File: src/rtl/rv32i_pkg.sv
// Shared rv32i definitions: opcodes, issue-controller states and register-number type.
package rv32i_pkg;

  localparam int RF_REGS   = 32;
  localparam int RF_ADDR_W = 5;

  localparam logic [6:0] OPC_SYSTEM = 7'h73;
  localparam logic [6:0] OPC_BRANCH = 7'h63;
  localparam logic [6:0] OPC_JAL    = 7'h6F;
  localparam logic [6:0] OPC_JALR   = 7'h67;

  typedef enum logic [1:0] {
    RUN   = 2'd0,
    FLUSH = 2'd1,
    DRAIN = 2'd2
  } issue_state_e;

  typedef logic [RF_ADDR_W-1:0] reg_num_t;

endpackage

File: src/rtl/rv32i_scoreboard.sv
// Pending-write scoreboard: writeback clears first, issue sets second, x0 never pending.
module rv32i_scoreboard #(
  parameter int NUM_REGS   = 32,
  parameter int REG_ADDR_W = 5
) (
  input  logic                  clk,
  input  logic                  rst,
  input  logic                  clr_valid_i,
  input  logic [REG_ADDR_W-1:0] clr_num_i,
  input  logic                  set_valid_i,
  input  logic [REG_ADDR_W-1:0] set_num_i,
  input  logic [REG_ADDR_W-1:0] rs1_num_i,
  input  logic [REG_ADDR_W-1:0] rs2_num_i,
  input  logic [REG_ADDR_W-1:0] rd_num_i,
  output logic                  rs1_pend_o,
  output logic                  rs2_pend_o,
  output logic                  rd_pend_o,
  output logic                  any_pend_o,
  output logic                  any_next_o,
  output logic [NUM_REGS-1:0]   pending_o
);

  logic [NUM_REGS-1:0] pending_q, pending_d;
  logic [NUM_REGS-1:0] clr_mask, set_mask, eff;

  for (genvar gi = 0; gi < NUM_REGS; gi++) begin : g_mask
    if (gi == 0) begin : g_x0
      assign clr_mask[gi] = 1'b0;
      assign set_mask[gi] = 1'b0;
    end else begin : g_xn
      assign clr_mask[gi] = clr_valid_i & (clr_num_i == REG_ADDR_W'(gi));
      assign set_mask[gi] = set_valid_i & (set_num_i == REG_ADDR_W'(gi));
    end
  end

  // Same-cycle writeback is visible to lookups (write-through register file).
  assign eff       = pending_q & ~clr_mask;
  assign pending_d = eff | set_mask;

  assign rs1_pend_o = eff[rs1_num_i];
  assign rs2_pend_o = eff[rs2_num_i];
  assign rd_pend_o  = eff[rd_num_i];
  assign any_pend_o = |eff;
  assign any_next_o = |pending_d;
  assign pending_o  = pending_q;

  always_ff @(posedge clk) begin
    if (rst) pending_q <= '0;
    else     pending_q <= pending_d;
  end

endmodule

File: src/rtl/rv32i_issue_ctrl.sv
// Decode-to-execute issue control: RAW/WAW stalls, SYSTEM serialisation and redirect flush.
module rv32i_issue_ctrl
  import rv32i_pkg::*;
#(
  parameter int NUM_REGS     = 32,
  parameter int REG_ADDR_W   = 5,
  parameter int FLUSH_CYCLES = 2
) (
  input  logic                  clk,
  input  logic                  rst,
  input  logic                  dec_valid_i,
  input  logic [6:0]            dec_opcode_i,
  input  logic [REG_ADDR_W-1:0] dec_rs1_num_i,
  input  logic [REG_ADDR_W-1:0] dec_rs2_num_i,
  input  logic [REG_ADDR_W-1:0] dec_rd_num_i,
  output logic                  issue_o,
  output logic                  stall_o,
  output logic                  flush_o,
  input  logic                  redirect_i,
  input  logic                  wb_valid_i,
  input  logic [REG_ADDR_W-1:0] wb_rd_num_i,
  output logic [NUM_REGS-1:0]   pending_o
);

  localparam logic [3:0] FLUSH_RELOAD = (FLUSH_CYCLES > 1) ? 4'(FLUSH_CYCLES - 2) : 4'd0;

  issue_state_e state_q, state_d;
  logic [3:0]   flush_cnt_q, flush_cnt_d;
  logic         ret_drain_q, ret_drain_d;

  logic rs1_pend, rs2_pend, rd_pend, any_pend, any_next;
  logic hazard, is_sys, sys_ok;

  rv32i_scoreboard #(
    .NUM_REGS  (NUM_REGS),
    .REG_ADDR_W(REG_ADDR_W)
  ) u_scoreboard (
    .clk        (clk),
    .rst        (rst),
    .clr_valid_i(wb_valid_i),
    .clr_num_i  (wb_rd_num_i),
    .set_valid_i(issue_o),
    .set_num_i  (dec_rd_num_i),
    .rs1_num_i  (dec_rs1_num_i),
    .rs2_num_i  (dec_rs2_num_i),
    .rd_num_i   (dec_rd_num_i),
    .rs1_pend_o (rs1_pend),
    .rs2_pend_o (rs2_pend),
    .rd_pend_o  (rd_pend),
    .any_pend_o (any_pend),
    .any_next_o (any_next),
    .pending_o  (pending_o)
  );

  assign is_sys  = (dec_opcode_i == OPC_SYSTEM);
  assign hazard  = rs1_pend | rs2_pend | rd_pend;
  assign sys_ok  = ~is_sys | ~any_pend;
  assign issue_o = dec_valid_i & (state_q == RUN) & ~hazard & ~redirect_i & sys_ok;
  assign flush_o = redirect_i | (state_q == FLUSH);
  assign stall_o = dec_valid_i & ~issue_o & ~flush_o;

  always_comb begin
    state_d     = state_q;
    flush_cnt_d = flush_cnt_q;
    ret_drain_d = ret_drain_q;
    if (redirect_i) begin
      // A single-cycle flush is covered by redirect_i alone, so the state is kept.
      if (FLUSH_CYCLES > 1) begin
        state_d     = FLUSH;
        flush_cnt_d = FLUSH_RELOAD;
        ret_drain_d = (state_q == DRAIN) | (ret_drain_q & (state_q == FLUSH));
      end
    end else begin
      case (state_q)
        RUN: begin
          if (issue_o && is_sys) state_d = DRAIN;
        end
        DRAIN: begin
          if (!any_next) state_d = RUN;
        end
        FLUSH: begin
          if (flush_cnt_q != 4'd0) begin
            flush_cnt_d = flush_cnt_q - 4'd1;
          end else begin
            state_d     = (ret_drain_q && any_next) ? DRAIN : RUN;
            ret_drain_d = 1'b0;
          end
        end
        default: state_d = RUN;
      endcase
    end
  end

  always_ff @(posedge clk) begin
    if (rst) begin
      state_q     <= RUN;
      flush_cnt_q <= 4'd0;
      ret_drain_q <= 1'b0;
    end else begin
      state_q     <= state_d;
      flush_cnt_q <= flush_cnt_d;
      ret_drain_q <= ret_drain_d;
    end
  end

endmodule
File: config.mk
export PLATFORM = sky130hd
export DESIGN_NAME = rv32i_issue_ctrl
export DESIGN_NICKNAME = d
export VERILOG_FILES = /design/src/rtl/rv32i_pkg.sv /design/src/rtl/rv32i_scoreboard.sv /design/src/rtl/rv32i_issue_ctrl.sv
export SDC_FILE = /design/constraint.sdc
export NUM_CORES = 1
export LEC_CHECK = 0
export ABC_AREA = 1
export CAP_MARGIN = 20
export CORE_ASPECT_RATIO = 0.75
export CORE_MARGIN = 4
export CORE_UTILIZATION = 40
export CTS_CLUSTER_DIAMETER = 120
export DETAILED_ROUTE_END_ITERATION = 16
export PLACE_DENSITY = 0.72
export SLEW_MARGIN = 40
export SYNTH_ARGS = -nofsm -noshare
export SYNTH_HDL_FRONTEND = slang
export SYNTH_SLANG_ARGS = --single-unit
File: constraint.sdc
create_clock -name clk -period 3.4 [get_ports clk]
set_input_delay 0.68 -clock clk [delete_from_list [all_inputs] [get_ports clk]]
set_output_delay 0.68 -clock clk [all_outputs]
set_load 0.05 [all_outputs]
==> flow_summary.toml, run 1 <==
[status]
run_status = "finished clean"

[timing]
skew_ns = 0.00888
worst_pin_slew_ns = 0.825
min_period_over_period_pct = 98.4
slew_viol_final = 0
slew_headroom_pct = 44.8
fmax_ghz = 0.299
hold_viol = 0
setup_viol = 0
period_needed_ns = 3.35
holdWs_ns = 0.494

[placed_design]
dp_cells = 895
gp_congestion = 1.04
io_buffers = 65
hpwl_mm = 12.8

[clock_network]
numCtsBuffers = 5
cts_buffer_depth = 2
cts_root_buf = "clkbuf_8"
cts_tree = "built"
cts_hold_buf = 0
path_clk_slew_ns = 0.08
cts_sinks = 38
clk_latency_ns = 0.30
htree_levels = 2

[logic_synthesis]
yosys.area.top_type = "dfxtp_1"
synthFlopType = "dfxtp_1"
ys_async_sr_fraction_pct = 0
synth_area_um2 = 3340
synthTopCellsByArea = "dfxtp_1 23%, nand2_1 22%, nand3_1 13%"
syn_avg_cell_area_um2 = 5.35
synthMostInstantiatedCell = "nand2_1"
syn_inst = 625
yosys.cell_types.count = 30
ys_ff_latch = 38
synth_top_cell_area_share_pct = 22.7
ys_seq_area_share_pct = 22.7
synthesis.nets = 658
synth_warnings = 0
synth_edf_count = 0
yosys-top-cells-count = "199 x nand2_1, 110 x nor2_1, 87 x nand3_1, 52 x inv_1, 38 x dfxtp_1"

[worst_setup_path]
worstReg2RegEnd = "state_q[1]$_SDFFE_PP0P_"
required_ns = 2.72
worst_setup_path_end_kind = "output pin"
path_class = "in2out"
critPathMaxFanout = 4
worst-r2r-setup-slack_ns = 0.88
r2r_cells = 18
startpoint_type = "primary input"
rr_startpoint = "u_scoreboard.pending_o[19]$_SDFF_PP0_"
critPathArrivalTime_ns = 2.67

[min_path]
min_from = "flush_cnt_q[0]$_SDFFE_PP0P_"
min_to = "flush_cnt_q[0]$_SDFFE_PP0P_"
hold_path.class = "reg2reg"
whs_path_depth = 2

[routing]
drt_pass1_iterations = 5
finalWirelength_mm = 16.4
drc = 0
via_per_inst = 5.49
wire_per_inst_um = 17.7
first_iter_violations = 591
dr_total_vias = 5085
drtAntennaViolNets = 0

[floorplan]
io_pins = 67
start_util_pct = 41.7
core-area_um2 = 8020
row_count = 28
die_area_um2 = 9900
die_x_um = 114
dieHeight_um = 87.2

[power_and_ir_drop]
ir_drop_mv = 0.240
power.total_mw = 1.21
powerDensity_nw_per_um2 = 216
leakage_nw = 2.75

[cells_and_area]
syn2layout_area_growth_pct = 67.9
final_cells = 926
nets = 854
drive_above_1_share_pct = 30.6
num-fill-cells = 711
antenna_cells = 0

[global_route]
grt_overflow_total = 0
grt_pass1_wl_mm = 25.2
grt_usage_pct = 32.6
grt_max_degree = 22
antenna_found_initial = 0
grt_pass1_vias = 4784

[flow_run]
drv_cap = 0
==> worst max-delay path: stages <==
cell and delay [ns]:
clkdlybuf4s50_1 0.54, inv_1 0.13, nor2_4 0.15, nand2_2 0.12
o21ai_1 0.21, nor2_1 0.06, nand2_1 0.08, nor2_2 0.06
nor2_4 0.16, nor2_8 0.05, nand3_4 0.07, inv_4 0.06
nor3_4 0.15, buf_12 0.16
==> registers in the layout (all words and copies together) (netlist names) <==
signal,count
u_scoreboard.pending_o,31
flush_cnt_q,4
state_q,2
ret_drain_q,1
==> placed cells by master (no fill, tap or decap), types with 2 or more instances in the layout <==
cell and instances:
clkbuf_8 6, clkbuf_2 5, buf_12 8, o21ai_2 2, inv_1 50, nand4_1 24, nand3_1 75, buf_6 4
dlygate4sd2_1 3, clkdlybuf4s50_1 53, inv_2 12, nand3_4 6, buf_4 134, o21ai_0 5, nor2_4 8, nand2_2 34
nor4_1 3, a211oi_1 2, dlymetal6s2s_1 2, nor3_1 9, dfxtp_1 38, nand2_1 161, o21bai_1 4, nand2_4 5
nor2_1 93, a21oi_1 28, o21ai_1 15, nand3_2 7, nor2_2 15
==> per-layer routing <==
metal  share of wire (%)  vias to the layer above  track usage, %
met3                  13                       51            8.68
met1                  42                     2266            45.1
met2                  42                      351            50.4
met5                   0                        -               0
met4                 3.0                        0            8.19
li1                    -                     2417               -
==> how the worst max path moves through the flow <==
stage | startpoint | end | slack [ns] | depth (start not counted)
after global routing | wb_rd_num_i[1] | stall_o | -0.05 | 16
after CTS | wb_rd_num_i[1] | stall_o | 0.001 | 17
final | dec_rd_num_i[3] | stall_o | 0.05 | 14
after detailed placement | wb_rd_num_i[1] | stall_o | -0.40 | 17
after floorplan | dec_rs1_num_i[0] | stall_o | 0.05 | 13
after global placement | wb_rd_num_i[1] | stall_o | -0.36 | 17
==> report_power, final <==
group	switching, mW	internal [mW]
clock	0.180	0.235
sequential	0.00192	0.447
combinational	0.211	0.138
==> cell families (layout without fill, tap and decap cells) <==
kind of cell               after synthesis  after routing  synth area share [%]
other                                    1              1                 0.112
xor gates and xnor gates                 1              1                 0.262
AOI/OAI and AO/OA                       57             57                  9.02
DFF                                     38             38                  22.7
and+or+nand+nor                        444            444                  57.2
buffers and inverters                   83            279                  10.3
adders and majority gates                1              1                 0.374
==> final cells by class <==
cell class	instances	area (µm²)	share of cell area, %
multi-input combinational	504	2550	45.5
timing repair buffer	209	1820	32.4
sequential	38	761	13.5
inverter	63	239	4.25
tap	105	131	2.34
clock buffer	6	82.6	1.47
clock inverter	1	30.0	0.535
==> repair_timing <==
| item | 4_1_cts | 5_1_grt |
|---|---|---|
| pin swaps | 16 | 26 |
| endpoints found under the setup margin | 3 | 3 |
| gates resized for setup | 68 | 52 |
| setup buffers | 10 | 14 |
| gates cloned | 1 | 0 |
| hold endpoints to repair | 0 | 0 |
==> through the flow <==
stage          TNS [ns]  setup slack, ns  util (%)  area, µm²
6_report              0           0.0534      70.0       5620
5_1_grt         -0.0533          -0.0533      70.0       5620
4_1_cts               0          0.00133      67.4       5410
3_5_place_dp      -1.92           -0.404      62.4       5010
3_3_place_gp      -1.40           -0.361      62.4       5010
2_1_floorplan         0           0.0515         -       3350
Power figures use the tool's default switching activity.
==> run 2, diff against run 1 <==
--- a/config.mk
+++ b/config.mk
@@ -13,6 +13,7 @@
 export CTS_CLUSTER_DIAMETER = 120
 export DETAILED_ROUTE_END_ITERATION = 16
 export PLACE_DENSITY = 0.72
+export SKIP_LAST_GASP = 1
 export SLEW_MARGIN = 40
 export SYNTH_ARGS = -nofsm -noshare
 export SYNTH_HDL_FRONTEND = slang
==> results of run 2 <==
Same layout as run 1: the final DEF is identical, and so are final timing and power.
==> run 3, diff against run 2 <==
--- a/config.mk
+++ b/config.mk
@@ -13,6 +13,7 @@
 export CTS_CLUSTER_DIAMETER = 120
 export DETAILED_ROUTE_END_ITERATION = 16
 export PLACE_DENSITY = 0.72
+export RECOVER_POWER = 100
 export SKIP_LAST_GASP = 1
 export SLEW_MARGIN = 40
 export SYNTH_ARGS = -nofsm -noshare
==> flow_summary.toml, run 3 (synthesized netlist as in run 1, its figures left out) <==
[placed_design]
io_buffers = 65
placed_cell_area_um2 = 5010
hpwl_mm = 12.8
dp_cells = 895
gp_congestion = 1.04

[cells_and_area]
drive_above_1_share_pct = 30.3
fin_area_um2 = 5610
syn2layout_area_growth_pct = 67.7
final_cell_mix = "161 x nand2_1, 131 x buf_4, 93 x nor2_1"
nets = 854
largest_reg_flops = 31
antenna_cells = 0
final_common_cell = "nand2_1"
final_cells = 926

[worst_setup_path]
path_class = "in2out"
critPathArrivalTime_ns = 2.64
critPathMaxFanout = 4
worst_setup_path_end_kind = "output pin"
startpoint_type = "primary input"
required_ns = 2.72
r2r_cells = 18

[power_and_ir_drop]
ir_drop_mv = 0.239
switchingPower_mw = 0.392
clkPwrFrac_pct = 34.3
comb_power_share_pct = 28.7
internal-power_mw = 0.819
seq_power_share_pct = 37.0
powerDensity_nw_per_um2 = 216
swShare_pct = 32.4
power.total_mw = 1.21
leakage_nw = 2.85

[routing]
drtAntennaViolNets = 0
dr_total_vias = 5060
first_iter_violations = 596
wire_per_inst_um = 17.7
drc = 0
via_per_inst = 5.46
drt_pass1_iterations = 6
finalWirelength_mm = 16.3

[clock_network]
numCtsBuffers = 5
clk_latency_ns = 0.30
path_clk_slew_ns = 0.08
cts_tree = "built"
htree_levels = 2
cts_root_buf = "clkbuf_8"
cts_buffer_depth = 2
cts_sinks = 38

[status]
run_status = "finished clean"

[timing]
skew_ns = 0.00807
setup_viol = 0
holdWs_ns = 0.494
slew_viol_final = 0
tns_ns = 0
fmax_ghz = 0.301
slew_headroom_pct = 34.5
worst_pin_slew_ns = 0.982
min_period_over_period_pct = 97.8
period_needed_ns = 3.32
hold_viol = 0

[floorplan]
die_x_um = 114
core-area_um2 = 8020
row_count = 28
io_pins = 67
start_util_pct = 41.7
dieHeight_um = 87.2
die_area_um2 = 9900

[min_path]
whs_path_depth = 2
hold_path.class = "reg2reg"

[global_route]
grt_overflow_total = 0
grt_usage_pct = 32.6
grt_pass1_wl_mm = 25.2
grt_max_degree = 22
grt_pass1_vias = 4784
antenna_found_initial = 0

[flow_run]
drv_cap = 0
run 3: layer usage:
layer  GRT usage (%)  wire length (µm)  vias to the layer above
met5               0                 0                        -
met4            8.19               450                        0
met3            8.68              2070                       45
met2            50.4              6940                      330
met1            45.1              6890                     2268
li1                -                 -                     2417
run 3: metrics by stage:
step                      utilization, %  setup WS (ns)
after floorplan                        -         0.0515
after global placement              62.4         -0.361
after detailed placement            62.4         -0.404
after global routing                69.9        -0.0526
after CTS                           67.4        0.00133
final                               69.9         0.0753
run 3: path summary, 6_finish.rpt:
check | start | endpoint | slack (ns)
hold reg to reg | flush_cnt_q[0]$_SDFFE_PP0P_ | flush_cnt_q[0]$_SDFFE_PP0P_ | 0.49
hold / removal | flush_cnt_q[0]$_SDFFE_PP0P_ | flush_cnt_q[0]$_SDFFE_PP0P_ | 0.49
setup / recovery | dec_rd_num_i[3] | stall_o | 0.08
setup reg to reg | u_scoreboard.pending_o[19]$_SDFF_PP0_ | state_q[1]$_SDFFE_PP0P_ | 0.88
run 3: worst max-delay path, cell delays in order:
cell and delay (ns):
clkdlybuf4s50_1 0.54, inv_1 0.13, nor2_4 0.14, nand2_2 0.12, o21ai_1 0.20, nor2_1 0.06
nand2_1 0.07, nor2_2 0.05, nor2_4 0.16, nor2_8 0.05, nand3_4 0.07, inv_4 0.06
nor3_4 0.15, buf_12 0.16
run 3: area by class of cell:
cell class / count / area, µm²
sequential: 38 / 761
timing repair buffer: 209 / 1810
fill: 713 / 2410
multi-input combinational: 504 / 2550
clock inverter: 1 / 30.0
inverter: 63 / 239
clock buffer: 6 / 82.6
tap: 105 / 131
run 3: power by group through the flow:
stage	clock, mW	combinational (mW)	sequential, mW
2_1_floorplan	0	0.146	0.461
3_3_place_gp	0	0.299	0.459
3_5_place_dp	0	0.303	0.459
4_1_cts	0.413	0.326	0.448
5_1_grt	0.438	0.370	0.449
6_report	0.415	0.348	0.448
run 3: repair_timing:
action                     4_1_cts  5_1_grt
pin swaps                       16       26
setup endpoints to repair        3        3
buffers inserted                10       14
cloned                           1        0
hold buffers                     0        0
gates resized for setup         68       52
